$ cat config.mk
export PLATFORM = sky130hd
export DESIGN_NAME = cluster_count_monitor
export DESIGN_NICKNAME = d
export VERILOG_FILES = /design/src/rtl/cluster_count_monitor_pkg.sv /design/src/rtl/cluster_window_accum.sv /design/src/rtl/cluster_count_monitor.sv
export SDC_FILE = /design/constraint.sdc
export NUM_CORES = 1
export LEC_CHECK = 0
export CAP_MARGIN = 0
export CORE_ASPECT_RATIO = 0.9
export CORE_MARGIN = 2
export CORE_UTILIZATION = 45
export CTS_CLUSTER_DIAMETER = 100
export DETAILED_ROUTE_END_ITERATION = 6
export GPL_TIMING_DRIVEN = 0
export PLACE_DENSITY = 0.71
export REMOVE_ABC_BUFFERS = 1
export SLEW_MARGIN = 20
export SYNTH_ARGS = -nofsm -noshare
export SYNTH_HDL_FRONTEND = slang
export SYNTH_SLANG_ARGS = --single-unit
$ cat constraint.sdc
create_clock -name clock -period 7.3 [get_ports clock]
set_input_delay 1.46 -clock clock [delete_from_list [all_inputs] [get_ports clock]]
set_output_delay 1.46 -clock clock [all_outputs]
set_load 0.05 [all_outputs]
$ cat src/rtl/cluster_count_monitor_pkg.sv
// -----------------------------------------------------------------------------
// cluster_count_monitor_pkg
// Shared definitions for the cluster count monitor:
//   - CNT_BITS_DEF : default width of the per-BX cluster count
//   - state_t      : monitor FSM encoding (IDLE, RUN)
//   - sat_add      : saturating unsigned add clipped to a given bit width
// -----------------------------------------------------------------------------
package cluster_count_monitor_pkg;

    // Default cluster count width (count range 0..1536 fits in 11 bits)
    localparam int CNT_BITS_DEF = 11;

    // Monitor FSM encoding
    typedef enum logic [0:0] {
        ST_IDLE = 1'b0,
        ST_RUN  = 1'b1
    } state_t;

    // Unsigned add of two operands that are already below 2^bits; the result
    // is clipped to 2^bits-1 instead of wrapping. Operands are carried in 64
    // bits so the raw sum can never overflow for any width up to 63.
    function automatic logic [63:0] sat_add(
        input logic [63:0] a,
        input logic [63:0] b,
        input int unsigned bits
    );
        logic [63:0] limit;
        logic [63:0] raw;
        if (bits >= 32'd64) begin
            limit = {64{1'b1}};
        end else begin
            limit = (64'd1 << bits) - 64'd1;
        end
        raw = a + b;
        if (raw > limit) begin
            return limit;
        end else begin
            return raw;
        end
    endfunction

endpackage : cluster_count_monitor_pkg

$ cat src/rtl/cluster_window_accum.sv
// -----------------------------------------------------------------------------
// cluster_window_accum
// Window accumulators for the cluster count monitor: running sum (saturating),
// peak count, overflow-BX tally (saturating) and sample counter.
//
// The *_total outputs are combinational and already include the sample being
// presented this cycle, so the top can load a snapshot on the same edge that
// the accumulators clear. close is asserted for the sample that makes the
// sample count reach len.
//
// Ports:
//   clock         in   fabric clock
//   reset         in   synchronous, active-high
//   clear         in   hold all accumulators at zero
//   sample_valid  in   a qualified sample is present this cycle
//   cnt           in   cluster count of the sample
//   overflow      in   overflow flag of the sample
//   len           in   latched window length (never zero)
//   close         out  this sample closes the window
//   sum_total     out  sum including this sample
//   max_total     out  peak including this sample
//   ovf_total     out  overflow tally including this sample
//   n_total       out  sample count including this sample
// -----------------------------------------------------------------------------
module cluster_window_accum
    import cluster_count_monitor_pkg::*;
#(
    parameter int CNT_BITS = CNT_BITS_DEF,
    parameter int WIN_BITS = 24,
    parameter int ACC_BITS = 32,
    parameter int OVF_BITS = 16
) (
    input  logic                clock,
    input  logic                reset,
    input  logic                clear,
    input  logic                sample_valid,
    input  logic [CNT_BITS-1:0] cnt,
    input  logic                overflow,
    input  logic [WIN_BITS-1:0] len,
    output logic                close,
    output logic [ACC_BITS-1:0] sum_total,
    output logic [CNT_BITS-1:0] max_total,
    output logic [OVF_BITS-1:0] ovf_total,
    output logic [WIN_BITS-1:0] n_total
);

    logic [ACC_BITS-1:0] sum_r;
    logic [CNT_BITS-1:0] max_r;
    logic [OVF_BITS-1:0] ovf_r;
    logic [WIN_BITS-1:0] n_r;

    logic [63:0]         sum_wide_s;
    logic [63:0]         ovf_wide_s;

    // Totals including the current sample, plus the window-close decision
    always_comb begin
        sum_wide_s = 64'd0;
        ovf_wide_s = 64'd0;
        sum_total  = sum_r;
        max_total  = max_r;
        ovf_total  = ovf_r;
        n_total    = n_r;
        close      = 1'b0;
        if (sample_valid) begin
            sum_wide_s = sat_add(64'(sum_r), 64'(cnt), ACC_BITS);
            ovf_wide_s = sat_add(64'(ovf_r), 64'(overflow), OVF_BITS);
            sum_total  = sum_wide_s[ACC_BITS-1:0];
            ovf_total  = ovf_wide_s[OVF_BITS-1:0];
            if (cnt > max_r) begin
                max_total = cnt;
            end else begin
                max_total = max_r;
            end
            // n_r is always below len, so n_r+1 cannot wrap
            n_total = n_r + {{(WIN_BITS-1){1'b0}}, 1'b1};
            close   = (n_total == len);
        end else begin
            close = 1'b0;
        end
    end

    // Accumulator state: cleared on idle or close, otherwise takes the totals
    always_ff @(posedge clock) begin
        if (reset || clear || close) begin
            sum_r <= '0;
            max_r <= '0;
            ovf_r <= '0;
            n_r   <= '0;
        end else if (sample_valid) begin
            sum_r <= sum_total;
            max_r <= max_total;
            ovf_r <= ovf_total;
            n_r   <= n_total;
        end else begin
            sum_r <= sum_r;
            max_r <= max_r;
            ovf_r <= ovf_r;
            n_r   <= n_r;
        end
    end

endmodule : cluster_window_accum

$ cat src/rtl/cluster_count_monitor.sv
// -----------------------------------------------------------------------------
// cluster_count_monitor
// Accumulates the per-BX cluster count over a programmable window of valid
// samples and publishes each closed window (sum, peak, overflow tally, sample
// count) as a snapshot through a valid/ack handshake. Accumulation continues
// while a snapshot waits; a window that closes while the previous snapshot is
// still unread is dropped and flagged on the sticky lost_o.
//
// Ports:
//   clock         in   fabric clock, one count sample per clock
//   reset         in   synchronous, active-high
//   cnt_i         in   cluster count for this BX
//   overflow_i    in   count exceeded overflow threshold this BX
//   valid_i       in   sample qualifier
//   enable_i      in   run monitor; low = idle, partial window discarded
//   window_len_i  in   valid samples per window; 0 is treated as 1
//   snap_valid_o  out  snapshot outputs hold a closed window
//   snap_ack_i    in   consumer takes snapshot
//   sum_o         out  sum of cnt over window, saturating
//   max_o         out  peak cnt in window
//   ovf_cnt_o     out  overflow BXs in window, saturating
//   samples_o     out  samples in window
//   lost_o        out  sticky: a closed window was dropped
// -----------------------------------------------------------------------------
module cluster_count_monitor
    import cluster_count_monitor_pkg::*;
#(
    parameter int CNT_BITS = CNT_BITS_DEF,
    parameter int WIN_BITS = 24,
    parameter int ACC_BITS = 32,
    parameter int OVF_BITS = 16
) (
    input  logic                clock,
    input  logic                reset,
    input  logic [CNT_BITS-1:0] cnt_i,
    input  logic                overflow_i,
    input  logic                valid_i,
    input  logic                enable_i,
    input  logic [WIN_BITS-1:0] window_len_i,
    output logic                snap_valid_o,
    input  logic                snap_ack_i,
    output logic [ACC_BITS-1:0] sum_o,
    output logic [CNT_BITS-1:0] max_o,
    output logic [OVF_BITS-1:0] ovf_cnt_o,
    output logic [WIN_BITS-1:0] samples_o,
    output logic                lost_o
);

    // Input stage
    logic [CNT_BITS-1:0] cnt_r;
    logic                ovf_r;
    logic                valid_r;

    // Control
    state_t              state_r;
    logic [WIN_BITS-1:0] len_r;
    logic [WIN_BITS-1:0] len_norm_s;
    logic                active_s;

    // Accumulator interface
    logic                close_s;
    logic [ACC_BITS-1:0] sum_total_s;
    logic [CNT_BITS-1:0] max_total_s;
    logic [OVF_BITS-1:0] ovf_total_s;
    logic [WIN_BITS-1:0] n_total_s;

    // Snapshot register
    logic                snap_valid_r;
    logic [ACC_BITS-1:0] snap_sum_r;
    logic [CNT_BITS-1:0] snap_max_r;
    logic [OVF_BITS-1:0] snap_ovf_r;
    logic [WIN_BITS-1:0] snap_n_r;
    logic                lost_r;

    // Register the raw sample once before it reaches the accumulators
    always_ff @(posedge clock) begin
        if (reset) begin
            cnt_r   <= '0;
            ovf_r   <= 1'b0;
            valid_r <= 1'b0;
        end else begin
            cnt_r   <= cnt_i;
            ovf_r   <= overflow_i;
            valid_r <= valid_i;
        end
    end

    // Window length as latched: a zero request means one sample per window;
    // accumulation is live only in RUN while enable_i holds, so a drop of
    // enable_i discards the partial window immediately
    always_comb begin
        if (window_len_i == {WIN_BITS{1'b0}}) begin
            len_norm_s = {{(WIN_BITS-1){1'b0}}, 1'b1};
        end else begin
            len_norm_s = window_len_i;
        end
        active_s = (state_r == ST_RUN) && enable_i;
    end

    // Monitor FSM; window length is re-latched only when a window starts
    always_ff @(posedge clock) begin
        if (reset) begin
            state_r <= ST_IDLE;
            len_r   <= '0;
        end else begin
            case (state_r)
                ST_IDLE: begin
                    if (enable_i) begin
                        state_r <= ST_RUN;
                        len_r   <= len_norm_s;
                    end else begin
                        state_r <= ST_IDLE;
                        len_r   <= len_r;
                    end
                end
                ST_RUN: begin
                    if (!enable_i) begin
                        state_r <= ST_IDLE;
                        len_r   <= len_r;
                    end else if (close_s) begin
                        state_r <= ST_RUN;
                        len_r   <= len_norm_s;
                    end else begin
                        state_r <= ST_RUN;
                        len_r   <= len_r;
                    end
                end
                default: begin
                    state_r <= ST_IDLE;
                    len_r   <= '0;
                end
            endcase
        end
    end

    cluster_window_accum #(
        .CNT_BITS (CNT_BITS),
        .WIN_BITS (WIN_BITS),
        .ACC_BITS (ACC_BITS),
        .OVF_BITS (OVF_BITS)
    ) u_accum (
        .clock        (clock),
        .reset        (reset),
        .clear        (!active_s),
        .sample_valid (valid_r && active_s),
        .cnt          (cnt_r),
        .overflow     (ovf_r),
        .len          (len_r),
        .close        (close_s),
        .sum_total    (sum_total_s),
        .max_total    (max_total_s),
        .ovf_total    (ovf_total_s),
        .n_total      (n_total_s)
    );

    // Snapshot register and handshake. An ack in the same cycle as a close
    // frees the slot, so the new window loads and snap_valid stays high.
    always_ff @(posedge clock) begin
        if (reset) begin
            snap_valid_r <= 1'b0;
            snap_sum_r   <= '0;
            snap_max_r   <= '0;
            snap_ovf_r   <= '0;
            snap_n_r     <= '0;
            lost_r       <= 1'b0;
        end else if (close_s) begin
            if (!snap_valid_r || snap_ack_i) begin
                snap_valid_r <= 1'b1;
                snap_sum_r   <= sum_total_s;
                snap_max_r   <= max_total_s;
                snap_ovf_r   <= ovf_total_s;
                snap_n_r     <= n_total_s;
            end else begin
                lost_r <= 1'b1;
            end
        end else if (snap_valid_r && snap_ack_i) begin
            snap_valid_r <= 1'b0;
        end else begin
            snap_valid_r <= snap_valid_r;
        end
    end

    assign snap_valid_o = snap_valid_r;
    assign sum_o        = snap_sum_r;
    assign max_o        = snap_max_r;
    assign ovf_cnt_o    = snap_ovf_r;
    assign samples_o    = snap_n_r;
    assign lost_o       = lost_r;

endmodule : cluster_count_monitor

==> results of run 1 <==
[metrics by stage]
stage          cell area (sq um)  setup slack [ps]   util
2_1_floorplan               9910             -1070      -
3_3_place_gp               11500             -5180  0.514
3_5_place_dp               11800              1950  0.528
4_1_cts                    12600              2440  0.560
5_1_grt                    12600              2390  0.560
6_report                   12600              2670  0.560
[registers in the layout, indices dropped and copies added (netlist names)]
name	flops
sum_o	32
u_accum.sum_r	32
len_r	24
samples_o	24
u_accum.n_r	24
ovf_cnt_o	16
u_accum.ovf_r	16
cnt_r	11
max_o	11
u_accum.max_r	11
lost_o	1
ovf_r	1
snap_valid_o	1
state_r	1
valid_r	1
[cell families after synthesis]
| logic type | after synthesis | synth area share |
|---|---|---|
| mux | 30 | 0.0294 |
| xor+xnor | 81 | 0.0705 |
| simple gates | 459 | 0.233 |
| compound gates | 316 | 0.190 |
| flops | 206 | 0.402 |
| buf+inv | 114 | 0.0437 |
| fa+ha+maj | 26 | 0.0324 |
[synthesized netlist by cell type (12+ instances only)]
| master | number | share of area |
|---|---|---|
| a211oi_1 | 18 | 0.013 |
| a21oi_1 | 112 | 0.055 |
| and3_1 | 16 | 0.0097 |
| buf_2 | 17 | 0.0083 |
| clkbuf_1 | 65 | 0.024 |
| dfxtp_1 | 206 | 0.40 |
| ha_1 | 25 | 0.030 |
| inv_1 | 25 | 0.0091 |
| mux2i_1 | 29 | 0.028 |
| nand2_1 | 83 | 0.030 |
| nand3_1 | 80 | 0.039 |
| nand4_1 | 12 | 0.0073 |
| nor2_1 | 101 | 0.037 |
| nor2b_1 | 48 | 0.029 |
| nor3_1 | 30 | 0.015 |
| nor4_1 | 25 | 0.015 |
| o211ai_1 | 28 | 0.020 |
| o21ai_0 | 89 | 0.043 |
| xnor2_1 | 51 | 0.043 |
| xor2_1 | 29 | 0.025 |
[critical path: cells and delay by family]
family	cells	cell delay (ps)
AOI/OAI and AO/OA	3	470
and+or+nand+nor	5	2490
buffers and inverters	1	630
[report_power, final]
part           internal, W  total (W)  switching [W]
sequential         0.00114    0.00115      0.0000130
clock             0.000652    0.00111       0.000455
combinational    0.0000648   0.000147      0.0000822
total              0.00185    0.00240       0.000551
[routing by layer]
metal,vias up,wire length (um)
met5,-,0
met4,0,744
met3,43,1230
met2,220,12100
met1,4328,12500
li1,4577,-
[final cells by class]
class / count / share of cell area
multi-input combinational: 912 / 0.457
timing repair buffer: 151 / 0.121
clock buffer: 31 / 0.0513
clock inverter: 8 / 0.00547
tap: 297 / 0.0295
inverter: 25 / 0.00746
sequential: 206 / 0.328
[placed cells by master, fill, tap and decap left out, types with 7 or more instances in the layout]
master | synthesis | layout
nor2_1 | 101 | 101
a211oi_1 | 18 | 17
nand4_1 | 12 | 12
and4_1 | 8 | 8
a21oi_1 | 112 | 112
nor2b_1 | 48 | 48
xor2_1 | 29 | 29
o21ai_0 | 89 | 89
clkbuf_16 | 0 | 23
mux2i_1 | 29 | 29
nand2b_1 | 8 | 8
o211ai_1 | 28 | 28
dfxtp_1 | 206 | 206
nand4b_1 | 7 | 7
or3_1 | 10 | 9
nand3_1 | 80 | 80
buf_4 | 0 | 12
o21ba_2 | 11 | 11
inv_1 | 25 | 25
ha_1 | 25 | 25
nor3b_1 | 11 | 11
xnor2_1 | 51 | 51
nor4_1 | 25 | 23
nand2_1 | 83 | 82
clkdlybuf4s50_1 | 0 | 124
nor3_1 | 30 | 29
and3_1 | 16 | 16
[worst min path at each step]
stage	endpoint	slack (ps)	depth (start not counted)
after floorplan	len_r[13]	480	2
after global placement	lost_o	460	2
after CTS	ovf_cnt_o[12]	470	2
after detailed placement	sum_o[7]	460	2
final	samples_o[23]	470	2
after global routing	samples_o[0]	500	2
==> reports/qor.csv, run 1 <==
stage;metric;value;unit
run_status;status;finished, final reports clean;
synth;synthesized area per cell;8.33;sq um
global_routing;all-layer global routing usage;0.218;
clock_tree;post-CTS clock slew at the launch and capture registers of the worst setup and hold paths;60;ps
sta;fin crit share;0.635;
drt;post-DR wirelength/cell;16.3;um
cells_and_area;relative area change from synthesis to final layout;22.5;%
sta;slew margin rel.;0.317;
clock_tree;maximum level of the CTS H-tree;1;
drt;post-route ant nets;0;
critical_path;CP Data Required Time;7730;ps
global_routing;global routing met1 resource utilization;0.303;
clock_tree;CTS resizes;0;
sta;Period minus WS final;4630;ps
placed_design;Inst Count DP;1591;
critical_path;Reg2Reg Capture Point;sum_o[9];
critical_path;crit-path cells;clkdlybuf4s50_1 -> and3_1 -> and2_1 -> nand4_1 -> nor2_1 -> a31oi_1 -> nor3_1 -> o211ai_1 -> a21oi_1;
floorplan;Die Width;163;um
sta;Hold Vio Cnt, Final;0;
cells_and_area;area occupied by registers;0.00412;sq mm
floorplan;I/O pin count;126;
critical_path;depth of the worst register-to-register path;12;
power;Final Total Pwr;0.00240;W
drt;WL final;26600;um
clock_tree;number of sinks on the clock net;206;
global_routing;busiest layer in global routing;met2;
global_routing;via count of the first global-routing pass;8698;
synth;number of warnings printed during yosys synthesis;0;
critical_path;crit-path max FO;21;
cells_and_area;fraction of final layout cells sized beyond drive strength 1;0.0690;
critical_path;capturing instance or port of the critical path;sum_o[31];
synth;number of enable flip-flop cells after synthesis;0;
critical_path;data arrival time at the worst-slack endpoint;5060;ps
synth;number of distinct library cell variants in the gate-level netlist after synthesis;64;
critical_path;highest cell delay on the worst timing path;900;ps
floorplan;starting density of the core;0.457;
global_routing;overflow left after global routing;0;
critical_path;sort of element at the end of the critical path;register;
hold_path;launch instance of the worst min-delay path;samples_o[23];
global_routing;pin count of the biggest net entering global routing;64;
floorplan;placeable core region;0.0224;sq mm
cells_and_area;non-filler instance count after layout;1630;
sta;Setup-failing EPs final;0;
clock_tree;clock buffer count from CTS;23;
critical_path;launching instance or port of the critical path;enable_i;
clock_tree;clock latency reported for the late side of the worst-skew pair;510;ps
drt;drt initial violations;563;
power;VDD IR max;0.146;mV
synth;cell area after technology mapping;0.0103;sq mm
drt;Vias;9168;
sta;setup repair after global routing missed its margin;false;
clock_tree;cell at the root of the clock tree;clkbuf_16;
drt;via density per instance;5.62;
clock_tree;post-CTS setup-driven buffer insertion count;0;
clock_tree;Max clock buf depth;3;
floorplan;Cell Rows;52;
synth;sequential element share of the synthesized area;0.402;
cells_and_area;antenna cells;0;
synth;count of mapped cells out of synthesis;1232;
clock_tree;TritonCTS clock tree;yes;
sta;worst-case clock skew;16.0;ps
flow_run;max-cap viol count;0;
critical_path;type of element launching the critical path;primary input;
hold_path;Min-Delay Path Class;register to register;
placed_design;Final HPWL DP;18300;um
drt;Remaining DRCs;0;
floorplan;full die area;0.0240;sq mm
cells_and_area;fin nets;1386;
global_routing;wire length of the first global-routing pass;43600;um
clock_tree;hold-fix buffer count after cts;0;
sta;sum of negative setup slack;0;ps
critical_path;worst setup slack for register-to-register paths;3040;ps
floorplan;overall die height;147;um
placed_design;number of port buffers;125;
critical_path;Worst path slowest cell;and3_1;
critical_path;Critical Setup Path Class;primary input to register;
cells_and_area;fill cell total of the finished layout;2021;
critical_path;startpoint of the lowest-slack register-to-register path;u_accum.n_r[4];
synth;number of flip-flops and latches in the synthesized netlist;206;
global_routing;number of antenna violations at the first check in global routing;0;
synth;asr flop ratio synth;0;
global_routing;met2 track demand over resource;0.354;
global_routing;met3 track utilization from global routing;0.0291;
sta;final hold slack;470;ps
sta;peak clock frequency supported by timing;0.216;GHz
power;power per standard cell area;191;mW/mm^2
power;Static Leakage;4.40;nW
drt;iteration count of the initial detailed-routing pass;5;
sta;slew at the pin closest to its max-slew limit;1020;ps
synth;flip-flop cell with the highest count after synthesis;dfxtp_1;
cells_and_area;area of combinational cells with multiple inputs;0.00575;sq mm
sta;Max Slew Vio Count;0;
placed_design;gp weighted congestion;0.872;
(Power assumes the default switching activity.)
==> run 2: changes to the inputs <==
- PLACE_DENSITY: 0.71 -> 0.73
- clock period: 7.3 -> 3.9 ns (I/O delays scaled with it)
==> reports/qor.csv, run 2 (same netlist as run 1, synthesis figures left out) <==
stage;metric;value;unit;change
run_status;status;finished, final reports clean;;unchanged
floorplan;full die area;0.0240;sq mm;unchanged
floorplan;overall die height;147;um;unchanged
global_routing;wire length of the first global-routing pass;44400;um;was 43600 um
global_routing;overflow left after global routing;0;;unchanged
critical_path;type of element launching the critical path;register;;was primary input
placed_design;gp weighted congestion;0.890;;was 0.872
drt;post-DR wirelength/cell;17.0;um;was 16.3 um
critical_path;highest cell delay on the worst timing path;640;ps;was 900 ps
sta;slew at the pin closest to its max-slew limit;1020;ps;about the same
floorplan;Cell Rows;52;;unchanged
drt;post-route ant nets;0;;unchanged
critical_path;launching instance or port of the critical path;u_accum.n_r[0];;was enable_i
cells_and_area;final instance area;0.0128;sq mm;was 0.0126 sq mm
flow_run;max-cap viol count;0;;unchanged
critical_path;startpoint of the lowest-slack register-to-register path;u_accum.n_r[0];;was u_accum.n_r[4]
sta;Max Slew Vio Count;0;;unchanged
cells_and_area;fraction of final layout cells sized beyond drive strength 1;0.0876;;was 0.0690
drt;WL final;28000;um;was 26600 um
cells_and_area;relative area change from synthesis to final layout;25.0;%;was 22.5%
global_routing;number of antenna violations at the first check in global routing;0;;unchanged
power;VDD IR max;0.274;mV;was 0.146 mV
power;power per standard cell area;375;mW/mm^2;was 191 mW/mm^2
clock_tree;number of sinks on the clock net;206;;unchanged
global_routing;via count of the first global-routing pass;8950;;was 8698
power;Static Leakage;4.47;nW;was 4.40 nW
clock_tree;hold-fix buffer count after cts;0;;unchanged
cells_and_area;fill cell total of the finished layout;2002;;was 2021
cells_and_area;leading cell types in the layout, fill and taps excluded;dfxtp_1, clkdlybuf4s50_1, a21oi_1;;unchanged
critical_path;Critical Setup Path Class;register to register;;was primary input to register
floorplan;starting density of the core;0.457;;unchanged
placed_design;number of port buffers;125;;unchanged
hold_path;Min-Delay Path Class;register to register;;unchanged
sta;Period minus WS final;3710;ps;
critical_path;CP Data Required Time;4350;ps;was 7730 ps
floorplan;Die Width;163;um;unchanged
critical_path;largest delay contributor family on the critical path;simple AND/OR/NAND/NOR gates;;unchanged
clock_tree;Max clock buf depth;3;;unchanged
global_routing;pin count of the biggest net entering global routing;65;;was 64
critical_path;Worst path slowest cell;or4_4;;was and3_1
sta;Hold Vio Cnt, Final;0;;unchanged
critical_path;crit-path max FO;47;;was 21
drt;Remaining DRCs;0;;unchanged
critical_path;crit-path cells;nand4_4 -> or4_4 -> or2_1 -> nor4b_4 -> nor2_1 -> or4_4 -> buf_12 -> or4_1 -> a21oi_1;;was clkdlybuf4s50_1 -> and3_1 -> and2_1 -> nand4_1 -> nor2_1 -> a31oi_1 -> nor3_1 -> o211ai_1 -> a21oi_1
drt;iteration count of the initial detailed-routing pass;5;;unchanged
drt;Vias;9319;;was 9168
sta;peak clock frequency supported by timing;0.269;GHz;
sta;slew margin rel.;0.317;;about the same
drt;drt initial violations;551;;was 563
cells_and_area;non-filler instance count after layout;1644;;was 1630
clock_tree;clock buffer count from CTS;24;;was 23
critical_path;most repeated library cell on the critical path;or4_4;;
clock_tree;post-CTS clock slew at the launch and capture registers of the worst setup and hold paths;60;ps;about the same
placed_design;placed standard-cell area;0.0118;sq mm;about the same
critical_path;crit path buf inv count;1;;unchanged
cells_and_area;antenna cells;0;;unchanged
clock_tree;clock latency reported for the late side of the worst-skew pair;520;ps;was 510 ps
global_routing;all-layer global routing usage;0.223;;was 0.218
sta;worst-case clock skew;20.2;ps;was 16.0 ps
floorplan;I/O pin count;126;;unchanged
sta;setup repair after global routing missed its margin;false;;unchanged
cells_and_area;fin nets;1396;;was 1386
hold_path;launch instance of the worst min-delay path;ovf_cnt_o[13];;was samples_o[23]
sta;Setup-failing EPs final;0;;unchanged
clock_tree;maximum level of the CTS H-tree;1;;unchanged
clock_tree;TritonCTS clock tree;yes;;unchanged
clock_tree;cell at the root of the clock tree;clkbuf_16;;unchanged
floorplan;placeable core region;0.0224;sq mm;unchanged
sta;fin crit share;0.951;;
placed_design;Inst Count DP;1591;;unchanged
placed_design;Final HPWL DP;18600;um;was 18300 um
drt;via density per instance;5.67;;was 5.62
critical_path;sort of element at the end of the critical path;register;;unchanged
critical_path;data arrival time at the worst-slack endpoint;4160;ps;was 5060 ps
cells_and_area;leading cell type in the layout, fill and taps excluded;dfxtp_1;;unchanged
==> run 2: worst register-to-register path, stage by stage (launching register included) <==
cell and delay [ps]:
dfxtp_1 480, nand4_4 230, or4_4 640, or2_1 300
nor4b_4 250, nor2_1 210, or4_4 610, buf_12 190
or4_1 580, a21oi_1 150
==> run 2: path summary, 6_finish.rpt <==
path                         to  slack, ps  cells past startpoint
setup reg to reg  ovf_cnt_o[12]        190                      9
hold / removal    ovf_cnt_o[13]        470                      2
setup / recovery  ovf_cnt_o[12]        190                      9
hold reg to reg   ovf_cnt_o[13]        470                      2
==> run 2: per-layer routing <==
| metal | vias to the layer above | track usage | part of all wire |
|---|---|---|---|
| met4 | 0 | 0.0619 | 0.026 |
| met3 | 49 | 0.0319 | 0.043 |
| met5 | - | 0 | 0 |
| met1 | 4464 | 0.298 | 0.46 |
| li1 | 4585 | - | - |
| met2 | 221 | 0.375 | 0.47 |
==> run 2: through the flow <==
step	util	TNS, ps	worst slack [ps]	hold WS [ps]	power, W
floorplan	-	-626150	-4470	476	0.00233
global placement	0.514	-1338760	-8680	458	0.00245
detailed placement	0.527	-44330	-767	466	0.00247
CTS	0.569	0	24.4	473	0.00484
global route	0.572	0	16.1	492	0.00496
finish	0.572	0	189	471	0.00481
==> run 2: cell type report <==
class                   instances  area, sq um  area share
repair buffers                157         1550       0.121
well taps                     297          372      0.0290
clock buffers                  28          646      0.0503
clock inverters                16          209      0.0163
multi-input cells             915         5840       0.455
inverters                      25         93.8     0.00731
flip-flops and latches        206         4130       0.321
==> run 2: timing repair <==
action | 4_1_cts | 5_1_grt
pin swaps | 5 | 3
setup endpoints to repair | 144 | 99
gates resized for setup | 6 | 7
buffers inserted | 5 | 1
gates cloned | 1 | 2
==> run 2: where the power goes <==
group	leakage [nW]	switching, W	internal (W)	total, W
registers	1.67	0.0000254	0.00213	0.00215
clock network	0.410	0.000912	0.00146	0.00237
logic	2.40	0.000165	0.000124	0.000289
total	4.47	0.00110	0.00371	0.00481
==> run 3: changes to the inputs <==
- CORE_UTILIZATION: 45 -> 51
- PLACE_DENSITY: 0.73 -> 0.81
==> reports/qor.csv, run 3 (same netlist as run 1, synthesis figures left out) <==
stage;metric;value;unit;change
critical_path;crit path buf inv count;4;;was 1
floorplan;Cell Rows;49;;was 52
sta;final hold slack;472;ps;was 471 ps
floorplan;Die Width;154;um;was 163 um
power;Psw;0.00105;W;was 0.00110 W
critical_path;data arrival time at the worst-slack endpoint;4190;ps;was 4160 ps
sta;Max Slew Vio Count;0;;unchanged
clock_tree;cell at the root of the clock tree;clkbuf_16;;unchanged
placed_design;Final HPWL DP;18200;um;was 18600 um
critical_path;highest cell delay on the worst timing path;490;ps;was 640 ps
global_routing;number of antenna violations at the first check in global routing;0;;unchanged
floorplan;overall die height;139;um;was 147 um
placed_design;placed standard-cell area;0.0118;sq mm;about the same
critical_path;startpoint of the lowest-slack register-to-register path;u_accum.n_r[1];;was u_accum.n_r[0]
sta;fin crit share;0.957;;was 0.951
clock_tree;clock buffer count from CTS;22;;was 24
sta;Period minus WS final;3730;ps;was 3710 ps
drt;drt initial violations;612;;was 551
critical_path;CP Data Required Time;4360;ps;was 4350 ps
floorplan;I/O pin count;126;;unchanged
global_routing;all-layer global routing usage;0.240;;was 0.223
sta;worst-case clock skew;16.4;ps;was 20.2 ps
clock_tree;clock latency reported for the late side of the worst-skew pair;510;ps;was 520 ps
run_status;status;finished, final reports clean;;unchanged
critical_path;depth of the worst register-to-register path;13;;was 9
drt;iteration count of the initial detailed-routing pass;5;;unchanged
critical_path;sort of element at the end of the critical path;register;;unchanged
drt;post-DR wirelength/cell;17.2;um;was 17.0 um
cells_and_area;fraction of final layout cells sized beyond drive strength 1;0.0792;;was 0.0876
cells_and_area;leading cell types in the layout, fill and taps excluded;dfxtp_1, clkdlybuf4s50_1, a21oi_1;;unchanged
critical_path;Reg2Reg Capture Point;u_accum.max_r[4];;was ovf_cnt_o[12]
drt;post-route ant nets;0;;unchanged
floorplan;placeable core region;0.0199;sq mm;was 0.0224 sq mm
cells_and_area;fill cell total of the finished layout;1662;;was 2002
critical_path;worst setup slack for register-to-register paths;170;ps;was 190 ps
placed_design;post-place setup slack;-682;ps;was -767 ps
sta;Hold Vio Cnt, Final;0;;unchanged
critical_path;crit-path cells;ha_2 -> nand3_2 -> or3_4 -> or4_1 -> a21o_1 -> nand4_1 -> buf_4 -> nor3_4 -> buf_4 -> buf_6 -> a211o_4 -> buf_16 -> o21ba_2;;was nand4_4 -> or4_4 -> or2_1 -> nor4b_4 -> nor2_1 -> or4_4 -> buf_12 -> or4_1 -> a21oi_1
sta;peak clock frequency supported by timing;0.268;GHz;was 0.269 GHz
clock_tree;TritonCTS clock tree;yes;;unchanged
global_routing;wire length of the first global-routing pass;43500;um;was 44400 um
global_routing;via count of the first global-routing pass;8763;;was 8950
power;Final Total Pwr;0.00454;W;was 0.00481 W
power;power per standard cell area;359;mW/mm^2;was 375 mW/mm^2
global_routing;pin count of the biggest net entering global routing;78;;was 65
sta;final worst-path setup slack;168;ps;was 189 ps
power;power share of the sequential group;0.474;;was 0.447
sta;slew at the pin closest to its max-slew limit;920;ps;was 1020 ps
power;clock network power share;0.463;;was 0.493
power;VDD IR max;0.350;mV;was 0.274 mV
power;Static Leakage;4.43;nW;was 4.47 nW
placed_design;number of port buffers;125;;unchanged
drt;WL final;27400;um;was 28000 um
critical_path;Critical Setup Path Class;register to register;;unchanged
hold_path;number of cells on the worst hold path;2;;unchanged
clock_tree;post-CTS clock slew at the launch and capture registers of the worst setup and hold paths;60;ps;about the same
sta;setup repair after global routing missed its margin;false;;unchanged
critical_path;Worst path slowest cell;or4_1;;was or4_4
clock_tree;maximum level of the CTS H-tree;1;;unchanged
drt;Remaining DRCs;0;;unchanged
power;combinational share of power;0.063;;was 0.060
clock_tree;Max clock buf depth;3;;unchanged
global_routing;overflow left after global routing;0;;unchanged
clock_tree;number of sinks on the clock net;206;;unchanged
hold_path;Min-Delay Path Class;register to register;;unchanged
sta;slew margin rel.;0.382;;was 0.317
flow_run;max-cap viol count;0;;unchanged
sta;sum of negative setup slack;0;ps;unchanged
critical_path;instance count on the critical path;13;;was 9
cells_and_area;antenna cells;0;;unchanged
critical_path;most repeated library cell on the critical path;buf_4;;was or4_4
drt;Vias;9372;;was 9319
hold_path;launch instance of the worst min-delay path;max_o[7];;was ovf_cnt_o[13]
power;internal cell power;0.00348;W;was 0.00371 W
cells_and_area;leading cell type in the layout, fill and taps excluded;dfxtp_1;;unchanged
critical_path;type of element launching the critical path;register;;unchanged
cells_and_area;final instance area;0.0126;sq mm;was 0.0128 sq mm
sta;Setup-failing EPs final;0;;unchanged
floorplan;full die area;0.0213;sq mm;was 0.0240 sq mm
cells_and_area;fin nets;1391;;was 1396
clock_tree;hold-fix buffer count after cts;0;;unchanged
critical_path;crit-path max FO;62;;was 47
placed_design;gp weighted congestion;0.877;;was 0.890
floorplan;starting density of the core;0.517;;was 0.457
critical_path;largest delay contributor family on the critical path;simple AND/OR/NAND/NOR gates;;unchanged
hold_path;Hold Path End;max_o[7];;was ovf_cnt_o[13]
cells_and_area;relative area change from synthesis to final layout;23.0;%;was 25.0%
drt;via density per instance;5.88;;was 5.67
power;switching part of the total;0.232;;was 0.229
[run 3: worst max path at each step]
stage                   startpoint                 to  slack (ps)
CTS                 u_accum.n_r[0]           len_r[6]          10
detailed placement        enable_i          sum_o[29]        -680
global placement    u_accum.n_r[4]       ovf_cnt_o[9]       -8540
global route        u_accum.n_r[1]  u_accum.max_r[10]           8
floorplan           u_accum.n_r[4]       ovf_cnt_o[9]       -4470
finish              u_accum.n_r[1]   u_accum.max_r[4]         170
[run 3: tightest hold or removal path, stage by stage, from the launching register on]
cell and delay [ps]:
dfxtp_1 300, o21ai_0 60, a21oi_1 60
[run 3: layout make-up]
class	count	area, sq um	share of cell area
well taps	255	319	0.0253
repair buffers	155	1540	0.122
inverters	25	93.8	0.00743
clock buffers	29	607	0.0481
clock inverters	9	113	0.00892
multi-input cells	914	5820	0.461
flip-flops and latches	206	4130	0.327
[run 3: power by group through the flow]
stage / clock network (W) / logic (W) / registers, W
after detailed placement: 0 / 0.000267 / 0.00220
after floorplan: 0 / 0.000146 / 0.00219
final: 0.00210 / 0.000285 / 0.00215
after global routing: 0.00220 / 0.000310 / 0.00215
after global placement: 0 / 0.000249 / 0.00220
after CTS: 0.00213 / 0.000273 / 0.00215
[run 3: stage by stage]
step                      cells  utilization
final                      1593        0.636
after global routing       1593        0.636
after CTS                  1587        0.632
after detailed placement   1548        0.593
after global placement     1523        0.578
after floorplan            1143            -
[run 3: layer usage]
metal / share of wire / wire (um) / GRT usage
met1: 0.45 / 12400 / 0.327
met2: 0.47 / 13000 / 0.404
met3: 0.045 / 1230 / 0.0284
met4: 0.029 / 789 / 0.0647
met5: 0 / 0 / 0
[run 3: timing repair]
item                                   CTS  global route
setup endpoints to repair              102            93
gates cloned                             0             2
endpoints found under the hold margin    0             0
gates resized for setup                  8             6
setup buffers                            1             4
pin swaps                                3             3
